<file path="src/rtl/picorv32_mdu_pkg.sv">
// picorv32_mdu_pkg
// Shared definitions for the PCPI multiply/divide dispatch controller.
// It holds:
//   - the RV32M opcode and funct7 constants,
//   - the funct3 operation codes,
//   - the controller FSM state type,
//   - the M-extension instruction decode helper.
package picorv32_mdu_pkg;

  localparam logic [6:0] OPCODE_OP    = 7'b0110011;
  localparam logic [6:0] FUNCT7_MULDIV = 7'b0000001;

  // funct3 codes; bit 2 set means the divider owns the operation
  localparam logic [2:0] F3_MUL    = 3'b000;
  localparam logic [2:0] F3_MULH   = 3'b001;
  localparam logic [2:0] F3_MULHSU = 3'b010;
  localparam logic [2:0] F3_MULHU  = 3'b011;
  localparam logic [2:0] F3_DIV    = 3'b100;
  localparam logic [2:0] F3_DIVU   = 3'b101;
  localparam logic [2:0] F3_REM    = 3'b110;
  localparam logic [2:0] F3_REMU   = 3'b111;

  typedef enum logic [1:0] {
    ST_IDLE  = 2'd0,
    ST_ISSUE = 2'd1,
    ST_RESP  = 2'd2,
    ST_DRAIN = 2'd3
  } mdu_state_e;

  // True for any RV32M instruction (MUL..REMU)
  function automatic logic is_muldiv(input logic [31:0] insn);
    return (insn[6:0] == OPCODE_OP) && (insn[31:25] == FUNCT7_MULDIV);
  endfunction

endpackage

</file>
<file path="src/rtl/picorv32_pcpi_mdu_ctrl.sv">
// picorv32_pcpi_mdu_ctrl
// Dispatches RV32M PCPI requests from the core to an external multiplier or divider.
// It returns the selected unit's result to the core as a single pcpi_ready pulse.
//
// Ports
//   clk, reset (sync, active high)
//   pcpi_valid/insn/rs1/rs2       : core request
//   pcpi_wr/rd/wait/ready         : core response
//   mul_valid, div_valid          : per-unit request strobes
//   unit_insn/rs1/rs2             : latched operands shared by both units
//   mul_*/div_* wr/rd/wait/ready  : unit responses
//   timeout_evt                   : one-cycle pulse when a request is abandoned
//
// Every output is decoded from registered state only; no input reaches an
// output combinationally.
module picorv32_pcpi_mdu_ctrl
  import picorv32_mdu_pkg::*;
#(
  parameter int TIMEOUT_CYCLES = 96
) (
  input  logic        clk,
  input  logic        reset,
  input  logic        pcpi_valid,
  input  logic [31:0] pcpi_insn,
  input  logic [31:0] pcpi_rs1,
  input  logic [31:0] pcpi_rs2,
  output logic        pcpi_wr,
  output logic [31:0] pcpi_rd,
  output logic        pcpi_wait,
  output logic        pcpi_ready,
  output logic        mul_valid,
  output logic        div_valid,
  output logic [31:0] unit_insn,
  output logic [31:0] unit_rs1,
  output logic [31:0] unit_rs2,
  input  logic        mul_wr,
  input  logic [31:0] mul_rd,
  input  logic        mul_wait,
  input  logic        mul_ready,
  input  logic        div_wr,
  input  logic [31:0] div_rd,
  input  logic        div_wait,
  input  logic        div_ready,
  output logic        timeout_evt
);

  localparam int CNT_W = $clog2(TIMEOUT_CYCLES + 1);
  localparam logic [CNT_W-1:0] CNT_MAX = CNT_W'(TIMEOUT_CYCLES);
  localparam logic [CNT_W-1:0] CNT_ONE = CNT_W'(1);

  mdu_state_e  state_r, state_s;
  logic        sel_div_r;
  logic [CNT_W-1:0] cnt_r, cnt_inc_s;
  logic [31:0] insn_r, rs1_r, rs2_r;
  logic        rsp_wr_r;
  logic [31:0] rsp_rd_r;
  logic        timeout_r;

  logic        accept_s;
  logic        unit_ready_s, unit_wr_s;
  logic [31:0] unit_rd_s;
  logic        timeout_s;

  // The units' wait lines carry no information the controller needs
  logic unused_ok_s;
  assign unused_ok_s = &{1'b0, mul_wait, div_wait};

  // Request decode, 2:1 response mux on sel_div and busy-counter timeout detection
  always_comb begin
    accept_s     = (state_r == ST_IDLE) && pcpi_valid && is_muldiv(pcpi_insn);
    unit_ready_s = sel_div_r ? div_ready : mul_ready;
    unit_wr_s    = sel_div_r ? div_wr    : mul_wr;
    unit_rd_s    = sel_div_r ? div_rd    : mul_rd;
    if (cnt_r == CNT_MAX) begin
      cnt_inc_s = cnt_r;
    end else begin
      cnt_inc_s = cnt_r + CNT_ONE;
    end
    // The abandon fires on the ISSUE cycle that brings the count to the limit,
    // so the core sees exactly TIMEOUT_CYCLES wait cycles; ready takes priority
    timeout_s = (state_r == ST_ISSUE) && !unit_ready_s && (cnt_inc_s == CNT_MAX);
  end

  // Next-state logic
  always_comb begin
    state_s = state_r;
    case (state_r)
      ST_IDLE: begin
        if (accept_s) begin
          state_s = ST_ISSUE;
        end else begin
          state_s = ST_IDLE;
        end
      end
      ST_ISSUE: begin
        if (unit_ready_s) begin
          state_s = ST_RESP;
        end else if (timeout_s) begin
          state_s = ST_DRAIN;
        end else begin
          state_s = ST_ISSUE;
        end
      end
      ST_RESP: begin
        state_s = ST_DRAIN;
      end
      ST_DRAIN: begin
        // Hold here until the core drops valid so a held request is not reissued
        if (pcpi_valid) begin
          state_s = ST_DRAIN;
        end else begin
          state_s = ST_IDLE;
        end
      end
      default: begin
        state_s = ST_IDLE;
      end
    endcase
  end

  // State, operand latches, busy counter and captured response
  always_ff @(posedge clk) begin
    if (reset) begin
      state_r   <= ST_IDLE;
      sel_div_r <= 1'b0;
      cnt_r     <= '0;
      insn_r    <= 32'h0000_0000;
      rs1_r     <= 32'h0000_0000;
      rs2_r     <= 32'h0000_0000;
      rsp_wr_r  <= 1'b0;
      rsp_rd_r  <= 32'h0000_0000;
      timeout_r <= 1'b0;
    end else begin
      state_r   <= state_s;
      timeout_r <= timeout_s;
      if (accept_s) begin
        insn_r    <= pcpi_insn;
        rs1_r     <= pcpi_rs1;
        rs2_r     <= pcpi_rs2;
        sel_div_r <= pcpi_insn[14];
        cnt_r     <= '0;
      end else if (state_r == ST_ISSUE) begin
        cnt_r <= cnt_inc_s;
      end
      if ((state_r == ST_ISSUE) && unit_ready_s) begin
        rsp_wr_r <= unit_wr_s;
        rsp_rd_r <= unit_rd_s;
      end
    end
  end

  // Output decode from registered state
  always_comb begin
    mul_valid   = (state_r == ST_ISSUE) && !sel_div_r;
    div_valid   = (state_r == ST_ISSUE) && sel_div_r;
    pcpi_wait   = (state_r == ST_ISSUE);
    pcpi_ready  = (state_r == ST_RESP);
    pcpi_wr     = (state_r == ST_RESP) && rsp_wr_r;
    timeout_evt = timeout_r;
    if (state_r == ST_RESP) begin
      pcpi_rd = rsp_rd_r;
    end else begin
      pcpi_rd = 32'h0000_0000;
    end
    if (state_r != ST_IDLE) begin
      unit_insn = insn_r;
      unit_rs1  = rs1_r;
      unit_rs2  = rs2_r;
    end else begin
      unit_insn = 32'h0000_0000;
      unit_rs1  = 32'h0000_0000;
      unit_rs2  = 32'h0000_0000;
    end
  end

endmodule

</file>
<file path="config.mk">
export PLATFORM = sky130hd
export DESIGN_NAME = picorv32_pcpi_mdu_ctrl
export DESIGN_NICKNAME = d
export VERILOG_FILES = /design/src/rtl/picorv32_mdu_pkg.sv /design/src/rtl/picorv32_pcpi_mdu_ctrl.sv
export SDC_FILE = /design/constraint.sdc
export NUM_CORES = 1
export LEC_CHECK = 0
export BUFFER_PORTS_ARGS = -buffer_cell sky130_fd_sc_hd__buf_2
export CELL_PAD_IN_SITES_DETAIL_PLACEMENT = 2
export CELL_PAD_IN_SITES_GLOBAL_PLACEMENT = 2
export CORE_MARGIN = 2
export CORE_UTILIZATION = 22
export DETAILED_ROUTE_END_ITERATION = 8
export PLACE_DENSITY_LB_ADDON = 0.1
export SYNTH_ARGS = -nofsm -noshare
export SYNTH_HDL_FRONTEND = slang
export SYNTH_SLANG_ARGS = --single-unit
</file>
<file path="constraint.sdc">
create_clock -name clk -period 1.85 [get_ports clk]
set_input_delay 0.555 -clock clk [delete_from_list [all_inputs] [get_ports clk]]
set_output_delay 0.555 -clock clk [all_outputs]
set_load 0.05 [all_outputs]
</file>
==> impl_summary.md, run 1 <==
STA
The worst pin sits at a relative slew slack of 75.0%. Across the routed clock network, the largest skew measured is 0.00998 ns. The maximum achievable frequency is around 0.48 GHz. The number of endpoints with negative hold slack in the final report is 0. Once routing completed, OpenROAD measured the worst setup slack at -0.244 ns.

The number of setup violations in the final report is approximately 140. The worst path in the final design needs a cycle of 2.09 ns, including I/O delays and setup. Setup repair after global routing could not meet its margin everywhere. The final critical path takes up 113% of the cycle. The max-slew violation count is 0.

At the pin with the least slew margin, the transition time is 0.375 ns.

Worst setup path
The worst path required time is roughly 1.3 ns. The slowest stage of the critical path is the dfxtp_4 cell. STA classifies the critical path startpoint as a register. Of all nets on the critical path, the largest fanout is 4.

The critical path goes through nor2b_4, buf_6, clkbuf_16, and2_4, buf_8. The category of the most critical setup path is register to primary output. For the worst setup path, the data arrival time is around 1.5 ns. On the worst path, the slowest cell contributes a delay of around 0.37 ns. The critical path runs through a total of 5 cells. STA classifies the critical path endpoint as a primary output. The total buffers and inverters traversed by the critical path is 3. The kind of cell adding the most delay to the critical path is buffers and inverters. The number of cells on the worst reg-to-reg path is 9.

Clock tree
Clock latency on the worst-skew pair, taken at its later pin, is roughly 0.42 ns. The H-tree generated during clock tree synthesis spans 4 levels. Clock tree synthesis found a total of ~140 sinks. In this run the deepest clock path goes through 2 buffers.

TritonCTS built the clock tree. Clock tree synthesis selected as its root buffer the cell clkbuf_16. Clock-pin slew was measured on the worst setup and hold paths at around 0.07 ns. The total CTS buffers is 17.

Yosys
Of the total synthesized cell area, the portion taken by XOR and XNOR cells is ~1.1%. The netlist uses 38 different library cells. The yosys synthesis warning count is 0. Sorting the synthesized cells by how often they occur yields nand2_1 (157), dfxtp_1 (139), nor2b_1 (98). The cell count after synthesis came out at 763. Of the total synthesized cell area, the portion taken by AND, OR, NAND and NOR gates is a little under a third. Ranked by total cell area, the synthesized netlist is headed by dfxtp_1 (45%), nor2b_1 (9.9%), nand2_1 (9.5%). The top-area cell type share of the netlist area is around 45%. The mean post-synth cell area is between 8 and 9 sq um. Among all flip-flop cells after synthesis, the most frequent one is dfxtp_1.

The flip-flop and latch count after synthesis is approximately 140. The combinational family with the most area after synthesis is simple AND/OR/NAND/NOR gates. Yosys instantiated no cell more often than nand2_1.

The adder-cell share of the synthesized area is 0.402%. Summing every instance area after synthesis gives 6220 sq um. The mux contribution to synthesized area is under 10%. Summing the areas of all compound-gate instances in the mapped netlist gives about an eighth of the synthesized area. The share of synthesized flip-flops with an asynchronous set or reset is 0%. The cell type with the highest aggregate area in the netlist is dfxtp_1. The fraction of the yosys area taken by sequential cells is 44.7%. The synthesized design contains 0 enable-type register cells. The net count after synthesis is approximately 930.

Global routing
The pin count of the biggest net entering global routing is between 60 and 70. The initial antenna violation count came to 5. The total grt overflow is 0. Across every metal layer, demand over resource in global routing totals between 15 and 20%. The number of global-route vias before repair came to roughly 6700.

The wire length of the first global-routing pass is roughly 37 mm.

Flow run
The number of max-cap violations is 0.

Die
The die area is just under 30000 sq um. In this run the core area contains slightly above 60 standard-cell rows. From left edge to right edge, the die measures 172 um.

The effective utilization at floorplan is around 22%. The area inside the core boundary is between 20000 and 30000 sq um. The overall die height is about 170 um. The number of ports placed on the die boundary is between 300 and 400.

Detailed routing
The routed length per placed instance is around 16 um. Using the TritonRoute via totals, the vias-per-cell ratio works out to between 4 and 5. For this block, the initial DRC count from the detailed router was about 200. Detailed routing inserted a total of 6329 vias. In the routed design, unresolved DRC markers number 0.

The remaining antenna violation count is 0. After detailed routing, the total wire length is 24.0 mm. The first-pass iteration count of the detailed router is 4.

Final layout
The fill cell instance count of the final layout is about 3200. The share of final-layout standard cells stronger than drive strength 1 is about 50%. At the end of the flow, the number of nets in the layout was approximately 1200. From synthesis to final layout, the design area changed by 69.6%. Excluding fillers, the count of instances in the completed layout stands at around 1500.

Placement
The minimum setup slack after placement is -0.316 ns. In this run, placement finished with an instance count of around 1400. The number of buffer cells added on primary ports is 300. Detailed placement finished with a half-perimeter wire length of roughly 17 mm. The routability congestion estimate is about 0.7.

Hold path
The worst hold path was traced through 3 stages. In this run the worst hold path is classified as primary input to register.

Power and ir drop
In this run the power density over the cells is ~620 nW/um^2. The peak supply drop is between 0.4 and 0.5 mV. Summed over all cells, the static leakage comes to roughly 3.9 nW.

Run status
The checks that failed: negative setup slack. The flow ran to the end, but the final reports show violations.
-- path summary, 6_finish.rpt --
| path | startpoint | to | slack (ns) |
|---|---|---|---|
| setup / recovery | state_r[1]$_SDFF_PP0_ | pcpi_rd[29] | -0.24 |
| hold / removal | pcpi_rs2[28] | rs2_r[28]$_SDFFE_PP0P_ | 0.37 |
| setup reg to reg | state_r[0]$_SDFF_PP0_ | rs2_r[14]$_SDFFE_PP0P_ | -0.03 |
| hold reg to reg | rs1_r[29]$_SDFFE_PP0P_ | rs1_r[29]$_SDFFE_PP0P_ | 0.45 |
-- cells by family after synthesis --
family | after synthesis
buffers and inverters | 64
DFF | 139
and+or+nand+nor | 391
adders and majority gates | 2
xor gates and xnor gates | 8
AOI/OAI and AO/OA | 123
muxes | 36
-- cell usage in the layout (no fill, tap or decap), drive strengths merged, types with 2 or more instances in the layout --
master / synthesis / final
a211oi: 33 / 33
a21oi: 87 / 87
and2: 44 / 44
buf: 26 / 351
clkbuf: 34 / 23
clkinv: 0 / 4
clkinvlp: 0 / 4
dfxtp: 139 / 139
ha: 2 / 2
inv: 4 / 7
mux2i: 35 / 35
nand2: 167 / 167
nand2b: 5 / 5
nand3: 2 / 2
nand4: 4 / 4
nand4b: 2 / 2
nor2: 56 / 56
nor2b: 98 / 98
nor3: 6 / 6
nor4: 2 / 2
or2: 2 / 2
xnor2: 5 / 5
xor2: 3 / 3
-- worst reg2reg max path, cell delays in order, from the launching register on --
cell	delay [ns]
dfxtp_4	0.37
nor2_4	0.14
buf_12	0.18
buf_4	0.13
and4b_1	0.19
and4_4	0.24
buf_12	0.17
buf_12	0.17
nand2_1	0.09
a21oi_2	0.14
-- state kept, by name, summed over array words and instances (netlist names) --
signal / cells
insn_r: 32
timeout_evt: 1
rsp_rd_r: 32
rs1_r: 32
cnt_r: 7
rsp_wr_r: 1
state_r: 2
rs2_r: 32
-- report_power, final --
part | internal, mW | switching, mW | leakage [nW] | total [mW]
logic | 0.158 | 0.134 | 2.54 | 0.292
registers | 2.99 | 0.0000376 | 1.12 | 2.99
clock network | 1.87 | 1.42 | 0.258 | 3.29
-- layer usage --
| layer | routed length (um) | global-route usage [%] |
|---|---|---|
| met5 | 34 | 0 |
| met3 | 1900 | 6.07 |
| met4 | 320 | 4.13 |
| met1 | 9950 | 18.6 |
| met2 | 11800 | 27.4 |
-- layout make-up --
type	instances	area, sq um	area share [%]
antenna	1	2.50	0.0237
multi-input combinational	560	3500	33.2
clock inverter	12	118	1.11
clock buffer	20	437	4.14
sequential	139	2790	26.4
timing repair buffer	354	3210	30.4
tap	378	473	4.48
inverter	4	17.5	0.166
-- metrics by stage --
step	area [sq um]	hold WS [ns]	util [%]	total power, mW	TNS, ns
detailed placement	8640	0.440	31.1	3.35	-27.39
global route	10600	0.355	38.0	6.87	-45.56
CTS	10200	0.349	36.8	6.73	-30.51
floorplan	6420	0.421	-	3.13	-6.64
finish	10600	0.375	38.0	6.57	-26.86
global placement	8640	0.434	31.1	3.35	-23.34
-- timing repair --
item | in CTS | in global routing
pin swaps | 11 | 22
hold buffers | 0 | 0
gates resized for setup | 304 | 68
cloned | 3 | 3
setup endpoints to repair | 133 | 218
buffers inserted | 4 | 4
Note: power is estimated with default switching activity, not from simulation.
==> run 2: changes to the inputs <==
--- a/config.mk
+++ b/config.mk
@@ -12,6 +12,7 @@
 export CORE_UTILIZATION = 22
 export DETAILED_ROUTE_END_ITERATION = 8
 export PLACE_DENSITY_LB_ADDON = 0.1
+export SKIP_CTS_REPAIR_TIMING = 1
 export SYNTH_ARGS = -nofsm -noshare
 export SYNTH_HDL_FRONTEND = slang
 export SYNTH_SLANG_ARGS = --single-unit
==> impl_summary.md, run 2 (synthesis gave the netlist of run 1 again) <==
STA
The number of setup violations in the final report is 134 (-2.9%). The transition time at the pin with the least slew margin is 0.342 ns (-0.0329 ns). Setup repair after global routing could not meet its margin everywhere.

The post-route clock period utilization is 114% (+1.3 points). The number of endpoints with negative hold slack in the final report was 0 (unchanged). The time the final worst path needs with I/O delays and setup is 2.12 ns (+0.0233 ns).

The final worst hold slack is 0.376 ns (+0.00167 ns). The setup slack of the critical path after layout was -0.268 ns (-0.0233 ns). The headroom to the max-slew limit came to 77.2% (+2.2 points). The max-slew violation count is 0 (unchanged). The maximum achievable frequency is 0.472 GHz (-1.1%). The setup clock skew after layout is 0.0105 ns (+0.000555 ns). The total negative slack is -27.14 ns (-0.281 ns).

Die
The number of ports placed on the die boundary is 303 (unchanged). The overall die height is 172 um (unchanged). The area inside the core boundary is 27800 sq um (unchanged). The effective utilization at floorplan is 22.4% (unchanged). The die area is 29600 sq um (unchanged).

The standard-cell row count came to 61 (unchanged). The horizontal extent of the die came to 172 um (unchanged).

Clock tree
The number of clock sinks was 139 (unchanged). The total CTS buffers is 17 (unchanged). CTS placed an instance of clkbuf_16 at the clock tree root. The clock insertion delay at the later pin of the skew report is 0.42 ns (about the same). The CTS tree is built. The H-tree level count came to 4 (unchanged). The register clock-pin slew on the reported worst setup and hold paths came to 0.07 ns (about the same). The buffer depth of the longest clock path is 2 (unchanged).

Worst setup path
The worst setup path is captured at a primary output. The worst setup path endpoint is unit_rs2[2]. The slowest cell on the critical path is dfxtp_4. The category of the worst setup path launch point is a register.

The total buffers and inverters traversed by the critical path was 3 (unchanged). The register-to-register setup slack is -0.01 ns (+0.02 ns). The kind of cell adding the most delay to the critical path is buffers and inverters.

The category of the most critical setup path is register to primary output. In this run the critical register-to-register path is launched from state_r[0]$_SDFF_PP0_. The critical path depth is 5 (unchanged). In this run the worst setup path begins at state_r[0]$_SDFF_PP0_. The data arrival time of the critical path was 1.56 ns (+0.02 ns).

The biggest fanout along the worst timing path was 10 (+6). The biggest cell delay along the critical path is 0.39 ns (+0.02 ns). The worst register-to-register path ends at rs1_r[2]$_SDFFE_PP0P_.

The worst path required time is 1.29 ns (about the same). Traced cell by cell, the critical path runs through nor2_4, buf_12, buf_4, nor2b_1, buf_4. The number of cells on the worst reg-to-reg path came to 9 (unchanged). The most numerous cell on the critical path is buf_4.

Global routing
The number of global-route vias before repair is 6549 (-2.9%). The pin count of the biggest net entering global routing is 65 (unchanged). The wire length of the first global-routing pass is 35.0 mm (-4.2%). The initial antenna violation count is 5 (unchanged).

The total grt overflow is 0 (unchanged). The overall track demand over capacity in global routing is 15.2% (-0.73 points).

Final layout
The library cell used most frequently in the layout, excluding fill and tap cells, is buf_2. The non-filler instance count after layout came to 1456 (-0.82%). The cell area after layout is 9870 sq um (-6.4%).

The share of final-layout standard cells stronger than drive strength 1 is 45.8% (-3.1 points). The top cell types in the final layout, fill and taps aside, are buf_2 (177), nand2_1 (157), dfxtp_1 (136). Compared with the post-synthesis result, the final layout area differs by 58.7%. The fill cell instance count of the final layout is 3213 (+1.9%).

The final net count is 1235 (-0.96%). The utilization after layout is 35.5% (-2.4 points).

Hold path
The start point of the worst hold path is pcpi_rs2[28]. The tightest min-delay check is of the primary input to register type. The instance count along the most critical hold path is 3 (unchanged).

Run status
The flow ran to the end, but the final reports show violations. The final reports fail on negative setup slack.

Flow run
The number of max-cap violations is 0 (unchanged).

Detailed routing
The count of unresolved DRC violations after routing is 0 (unchanged). The iteration-0 DRC count of the detailed router is 223 (+14%). The first-pass iteration count of the detailed router was 4 (unchanged).

The routed length per placed instance is 15.8 um (-3.5%). The number of vias in the routed layout is 6219 (-1.7%). The total detailed-routing wirelength came to 23.0 mm (-4.3%). The remaining antenna violation count is 0 (unchanged). The mean number of vias per cell is 4.27 (-0.93%).

Power and ir drop
The part of the total power dissipated in the clock network is 50.1% (about the same). The sequential cell fraction of total power was 45.5% (about the same). The peak supply drop was 0.489 mV (about the same). The switching share of total power came to 23.6% (-0.030 points). The total power draw is 6.56 mW (about the same). The portion of total power attributed to combinational logic is 4.4% (about the same).

The internal power is 5.01 mW (about the same). The total power density per cell area is 665 nW/um^2 (+6.8%). The reported net switching power came to 1.55 mW (-0.16%). The leakage component of the power is 3.72 nW (-5.2%).

Placement
The minimum setup slack after placement is -0.316 ns (unchanged). The cell area after placement came to 8640 sq um (unchanged). The routability congestion estimate is 0.697 (unchanged).

The detailed-placement wirelength estimate is 16.8 mm (unchanged). The number of instances in the placed design came to 1421 (unchanged). The number of buffer cells added on primary ports was 300 (unchanged).
run 2: cell types whose count changed in the layout (fill, tap and decap cells not counted), sizes merged:
| cell | before | now |
|---|---|---|
| buf | 351 | 306 |
| clkbuf | 23 | 56 |
run 2: power groups by stage:
stage	clock network [mW]	logic, mW	registers [mW]
floorplan	0	0.0715	3.06
global placement	0	0.290	3.06
detailed placement	0	0.293	3.06
CTS	3.45	0.295	2.99
global route	3.56	0.321	2.99
finish	3.29	0.286	2.99
run 2: layout make-up:
| type | instances | area [sq um] | area share [%] |
|---|---|---|---|
| Multi-Input combinational cell | 560 | 3360 | 34.0 |
| Clock buffer | 20 | 437 | 4.42 |
| Tap cell | 378 | 473 | 4.79 |
| Clock inverter | 12 | 118 | 1.19 |
| Timing Repair Buffer | 342 | 2680 | 27.1 |
| Sequential cell | 139 | 2790 | 28.3 |
| Antenna cell | 1 | 2.50 | 0.0253 |
| Inverter | 4 | 15.0 | 0.152 |
run 2: tightest hold or removal path, cell delays in order:
cell	delay [ns]
buf_2	0.10
nand2_1	0.05
a21oi_1	0.05
run 2: per-layer routing:
| layer | up-vias | GRT usage [%] | share of wire (%) |
|---|---|---|---|
| met2 | 173 | 26.1 | 48 |
| met3 | 23 | 5.68 | 8.3 |
| met4 | 6 | 3.84 | 1.1 |
| met5 | - | 0 | 0.15 |
| met1 | 2928 | 17.9 | 42 |
| li1 | 3089 | - | - |
run 2: how the worst min path moves through the flow:
stage	endpoint	slack, ns
6_report	rs2_r[28]$_SDFFE_PP0P_	0.38
3_5_place_dp	insn_r[2]$_SDFFE_PP0P_	0.44
4_1_cts	rs1_r[23]$_SDFFE_PP0P_	0.35
3_3_place_gp	insn_r[28]$_SDFFE_PP0P_	0.43
2_1_floorplan	insn_r[26]$_SDFFE_PP0P_	0.42
5_1_grt	rs2_r[28]$_SDFFE_PP0P_	0.36
